[src/rtl/ascii_lane_counter.sv]
// ascii_lane_counter: LANES consecutive decimal counters kept in BCD, each
// presented as a zero-padded ASCII string plus its significant-digit count.
// Lane i always holds base+i, and every advance adds LANES to every lane.
module ascii_lane_counter #(
    parameter int LANES       = 4,
    parameter int DIGITS      = 7,
    parameter int START_VALUE = 1
) (
    input  logic                                 clk,
    input  logic                                 reset,
    input  logic                                 load_en,
    input  logic [4*DIGITS-1:0]                  load_value,
    input  logic                                 count_en,
    output logic                                 lanes_valid,
    output logic [LANES*8*DIGITS-1:0]            lane_ascii,
    output logic [LANES*$clog2(DIGITS+1)-1:0]    lane_digits,
    output logic                                 overflow,
    output logic                                 load_error
);

    localparam int DW = $clog2(DIGITS + 1);

    typedef logic [4*DIGITS-1:0] bcd_t;
    typedef enum logic [1:0] {ST_INIT, ST_RUN, ST_HALT} state_t;

    // Integer to BCD; only ever called with elaboration-time constants.
    function automatic bcd_t to_bcd(input int value);
        bcd_t r;
        int   v;
        r = '0;
        v = value;
        for (int d = 0; d < DIGITS; d++) begin
            r[4*d +: 4] = 4'(v % 10);
            v = v / 10;
        end
        return r;
    endfunction

    // Nibble-wise BCD add with decimal carry ripple; carry is the carry out
    // of the most significant digit, i.e. the sum exceeded 10**DIGITS-1.
    function automatic bcd_t bcd_add(input bcd_t a, input bcd_t b, output logic carry);
        bcd_t       r;
        logic [4:0] s;
        logic       c;
        r = '0;
        c = 1'b0;
        for (int d = 0; d < DIGITS; d++) begin
            s = {1'b0, a[4*d +: 4]} + {1'b0, b[4*d +: 4]} + {4'b0, c};
            if (s > 5'd9) begin
                r[4*d +: 4] = 4'(s - 5'd10);
                c           = 1'b1;
            end else begin
                r[4*d +: 4] = s[3:0];
                c           = 1'b0;
            end
        end
        carry = c;
        return r;
    endfunction

    state_t        state_q, state_d;
    bcd_t          lane_q    [LANES];
    bcd_t          lane_d    [LANES];
    bcd_t          load_lane [LANES];
    bcd_t          step_lane [LANES];
    logic          load_carry, step_carry, load_bad;
    logic          overflow_d, load_error_d;
    logic [DW-1:0] cnt;

    assign lanes_valid = (state_q == ST_RUN);

    // Next state, next lane values and next sticky flags.
    always_comb begin
        // NOTE: every signal gets a default before any branch, so no path
        // leaves one unassigned and no latch is inferred.
        state_d      = state_q;
        lane_d       = lane_q;
        overflow_d   = overflow;
        load_error_d = load_error;
        load_carry   = 1'b0;
        step_carry   = 1'b0;
        load_bad     = 1'b0;

        for (int d = 0; d < DIGITS; d++) begin
            if (load_value[4*d +: 4] > 4'd9) load_bad = 1'b1;
        end

        // The last iteration leaves the carry of the highest lane behind;
        // that lane is the only one that can run past the top.
        for (int i = 0; i < LANES; i++) begin
            load_lane[i] = bcd_add(load_value, to_bcd(i), load_carry);
            step_lane[i] = bcd_add(lane_q[i], to_bcd(LANES), step_carry);
        end

        if (load_en) begin
            overflow_d   = 1'b0;
            load_error_d = 1'b0;
            if (load_bad) begin
                load_error_d = 1'b1;
                state_d      = ST_HALT;
            end else begin
                lane_d = load_lane;
                if (load_carry) begin
                    overflow_d = 1'b1;
                    state_d    = ST_HALT;
                end else begin
                    state_d = ST_INIT;
                end
            end
        end else begin
            case (state_q)
                ST_INIT: state_d = ST_RUN;
                ST_RUN: begin
                    if (count_en) begin
                        if (step_carry) begin
                            overflow_d = 1'b1;
                            state_d    = ST_HALT;
                        end else begin
                            lane_d = step_lane;
                        end
                    end
                end
                default: ;
            endcase
        end
    end

    // State, lane and flag registers.
    always_ff @(posedge clk or posedge reset) begin
        if (reset) begin
            state_q    <= ST_INIT;
            overflow   <= 1'b0;
            load_error <= 1'b0;
            // NOTE: the lane registers are ordinary flops that must come up
            // holding START_VALUE+i, so they are reset along with the FSM.
            for (int i = 0; i < LANES; i++) lane_q[i] <= to_bcd(START_VALUE + i);
        end else begin
            // NOTE: non-blocking assignments so every register samples the
            // pre-edge values computed above.
            state_q    <= state_d;
            overflow   <= overflow_d;
            load_error <= load_error_d;
            lane_q     <= lane_d;
        end
    end

    // ASCII strings and significant-digit counts decoded from the lane registers.
    always_comb begin
        lane_ascii  = '0;
        lane_digits = '0;
        cnt         = '0;
        for (int i = 0; i < LANES; i++) begin
            cnt = DW'(1);
            for (int d = 0; d < DIGITS; d++) begin
                if (lane_q[i][4*d +: 4] != 4'd0) cnt = DW'(d + 1);
            end
            lane_digits[i*DW +: DW] = cnt;
            for (int d = 0; d < DIGITS; d++) begin
                if (d < int'(cnt)) lane_ascii[(i*DIGITS + d)*8 +: 8] = {4'h3, lane_q[i][4*d +: 4]};
            end
        end
    end

endmodule

[config.mk]
export PLATFORM = sky130hd
export DESIGN_NAME = ascii_lane_counter
export DESIGN_NICKNAME = d
export VERILOG_FILES = /design/src/rtl/ascii_lane_counter.sv
export SDC_FILE = /design/constraint.sdc
export NUM_CORES = 1
export LEC_CHECK = 0
export ABC_AREA = 1
export CAP_MARGIN = 10
export CORE_MARGIN = 4
export CORE_UTILIZATION = 40
export CTS_BUF_LIST = sky130_fd_sc_hd__clkbuf_8
export CTS_CLUSTER_DIAMETER = 30
export DETAILED_ROUTE_END_ITERATION = 6
export PLACE_DENSITY = 0.63
export RECOVER_POWER = 25
export SLEW_MARGIN = 40
export SYNTH_ARGS = -nofsm -noshare
export SYNTH_HDL_FRONTEND = slang
export SYNTH_SLANG_ARGS = --single-unit
[constraint.sdc]
create_clock -name clk -period 8.6 [get_ports clk]
set_clock_uncertainty 0.1 [all_clocks]
set_input_delay 2.58 -clock clk [delete_from_list [all_inputs] [get_ports clk]]
set_output_delay 2.58 -clock clk [all_outputs]
set_load 0.02 [all_outputs]
==> metrics.md <==
| Metric | Value |
|---|---|
| FF/Latch Area | `about 0.0029 mm^2` |
| CTS tree | `done` |
| Fin area | `0.0269 mm^2` |
| Final Hold Viols | `0` |
| Post-Route Setup TNS | `-28,300 ps` |
| Yosys top cell area share | `between 20% and 30%` |
| Htree depth | `4` |
| Maximum clock rate | `approximately 0.1 GHz` |
| Met1 Usage GRT | `30.0%` |
| Post-place instance area | `0.0222 mm^2` |
| Total clock buffers created by CTS | `17` |
| Sink Count | `between 100 and 150` |
| Largest net degree at the start of global routing | `80` |
| # DRC | `0` |
| Number of fill cells in the layout | `3,451` |
| WL per Instance | `15.6 um` |
| Layout area overhead | `61.1%` |
| Outcome | `complete, but fails checks` |
| Die footprint | `0.0451 mm^2` |
| Hold Worst Slack | `between 300 and 400 ps` |
| Critical-path maximum fanout | `4` |
| Area leader, netlist | `nand2_1` |
| Clock Path Buffers | `2` |
| GR met3 Demand/Resource | `under 10%` |
| WS Path Type | `in -> reg` |
| Port bufs | `206` |
| Worst-margin pin slew | `3510 ps` |
| DR iter-0 viols | `1,140` |
| Core Region | `a little over 0.04 mm^2` |
| Post-Syn Area | `around 0.017 mm^2` |
| Sequential cell area fraction in the yosys report | `about 17%` |
| Routed Antenna Nets | `0` |
| Ratio of cells with drive above 1 in the final layout | `32.7%` |
| DR pass1 iterations | `5` |
| Starting Density | `~40%` |
| Ranking of synthesized cells by area | `nand2_1, dfrtp_1, ha_1` |
| Remaining global-route overflow | `0` |
| Max Cap Viol | `1` |
| Chip height | `212 um` |
| Total Wirelength | `between 60,000 and 70,000 um` |
| CP Capture Type | `flip-flop` |
| Final worst slack | `-1430 ps` |
| Final setup viols | `33` |
| PD cells | `270 mW/mm^2` |
| Crit path top cell by count | `buf_4` |
| CTS Hold Bufs | `0` |
| Post-synthesis register bit count | `roughly 110` |
| Synth cell types | `39` |
| Clk_lat worst skew | `530 ps` |
| VDD IR max | `0.185 mV` |
| Worst path max stage delay | `220 ps` |
| DR vias/cell | `5.03` |
| YS warnings | `0` |
| Final Max Slew Viols | `67` |
| Min cycle time layout | `10,030 ps` |
| Die width | `~210 um` |
| Pre-CTS setup slack | `-2570 ps` |
| Grt peak-use layer | `met2` |
| Data required time at the worst endpoint | `8920 ps` |
| Hold WC Path Type | `reg -> reg` |
| Met2 global-route usage | `~49%` |
| Vias in the first global route | `between 20,000 and 25,000` |
| Worst EP arrival | `slightly above 10,000 ps` |
| Antenna violations before repair | `0` |
| Rel. slew slack | `-136%` |
| Area taken by multi-input logic gates | `between 0.01 and 0.015 mm^2` |
| Vias | `20,600` |
| Clock-pin slew on the worst setup and hold paths | `90 ps` |
| P_leak | `14.1 nW` |
| CTS root buf | `clkbuf_8` |
| Hold depth | `2` |
| Total Nets Final | `3,792` |
| Synth Area per Inst | `5.86 um^2` |
| Failing checks | `max-capacitance violations, max-slew violations, negative setup slack` |
| Gpl congestion | `between 0.9 and 1` |
| Gate Count Post-Synth | `2,850` |
| First-pass GRT wire length | `between 90,000 and 100,000 um` |
| Global-route usage over all layers | `26.9%` |
| Fin crit share | `117%` |
| Design Power | `approximately 7.3 mW` |
| Unrepaired setup endpoints after global routing | `true` |
| Startpoint Class | `input port` |
| R2R depth | `74` |
| Hpwl dp | `41,000 um` |
| Crit-path slowest cell | `ha_4` |
| Number of placement rows | `74` |
| # IOs | `between 200 and 300` |
-- synth_stat cells (all sizes together) --
library cell / count
buf: 133
nor2: 103
xnor2: 18
or2: 5
o21ai: 72
fa: 4
ha: 213
o21bai: 28
a22oi: 1
nand4: 44
o21a: 2
dfstp: 4
a21o: 2
nand2: 1083
xor2: 4
mux2i: 3
o31ai: 1
nor3: 1
nand3: 348
inv: 416
nand3b: 26
clkbuf: 150
and2: 4
dfrtp: 110
a21oi: 39
o211ai: 14
conb: 2
nor4: 20
-- worst paths after layout --
| kind | startpoint | to | slack, ps |
|---|---|---|---|
| setup / recovery | load_value[1] | lane_q[10] | -1430 |
| hold / removal | load_error | load_error | 390 |
| setup reg to reg | lane_q[57] | lane_q[81] | -700 |
| hold reg to reg | load_error | load_error | 390 |
| max in group asynchronous | reset | lane_q[79] | 2470 |
| min in group asynchronous | reset | lane_q[32] | 3400 |
-- routing by layer --
metal  share of wire (%)  vias up
met3                 4.9      201
li1                    -    10100
met1                  39     9642
met4                 4.5        0
met2                  52      618
met5                   0        -
-- logic make-up after synthesis --
group	after synthesis	share of synthesized area, %
simple gates	1634	41.3
xor+xnor	22	1.15
buf+inv	699	18.3
flops	114	17.1
mux	3	0.180
compound gates	159	5.49
fa+ha+maj	217	16.4
other cells	2	0.0450
-- registers in the layout (all words and copies together) (netlist names) --
register    flops
state_q         2
lane_q        110
load_error      1
overflow        1
-- per-stage QoR --
stage | util (%) | cells
4_1_cts | 62.5 | 4073
3_5_place_dp | 54.2 | 3749
3_3_place_gp | 54.2 | 3749
6_report | 65.6 | 4091
2_1_floorplan | - | 2912
5_1_grt | 65.6 | 4088
-- area by class of cell --
class / count / area share [%]
Antenna cell: 3 / 0.0279
Sequential cell: 114 / 10.6
Clock buffer: 20 / 1.02
Timing Repair Buffer: 895 / 28.9
Tap cell: 532 / 2.47
Inverter: 416 / 6.01
Clock inverter: 12 / 0.670
Multi-Input combinational cell: 2099 / 50.3
-- report_power, final --
group	internal [mW]	switching (mW)
Combinational	2.61	2.84
Clock	0.339	0.289
Sequential	0.778	0.407
Total	3.72	3.53
-- placed cells by master (no fill, tap or decap), types with 14 or more instances in the layout --
cell type / netlist / final
nand2_1: 1082 / 930
buf_4: 96 / 615
inv_1: 413 / 350
nand3_1: 347 / 302
clkdlybuf4s50_1: 0 / 200
dfrtp_1: 110 / 110
nand2_2: 0 / 105
ha_4: 0 / 100
ha_1: 213 / 91
nor2_1: 99 / 87
conb_1: 2 / 64
o21ai_0: 67 / 54
buf_6: 3 / 51
inv_2: 3 / 49
nand2_4: 1 / 48
nand4_1: 44 / 44
nand3_2: 0 / 34
a21oi_1: 39 / 31
o21bai_1: 28 / 27
nand3b_1: 26 / 26
ha_2: 0 / 22
clkbuf_8: 0 / 20
nor4_1: 20 / 18
o21ai_1: 5 / 14
o211ai_1: 14 / 14
buf_12: 0 / 14
-- critical path: cells and delay by family --
kind	cells	cell delay, ps
buffers and inverters	45	4950
AND/OR/NAND/NOR	21	1530
adder cells (fa/ha/maj)	6	990
AO/OA/AOI/OAI	3	230
-- repair_timing --
action,in CTS,in global routing
resized for setup,184,269
endpoints found under the hold margin,0,0
setup buffers,301,76
pin swaps,124,201
gates cloned,6,3
endpoints found under the setup margin,110,111
(Power assumes the default switching activity.)
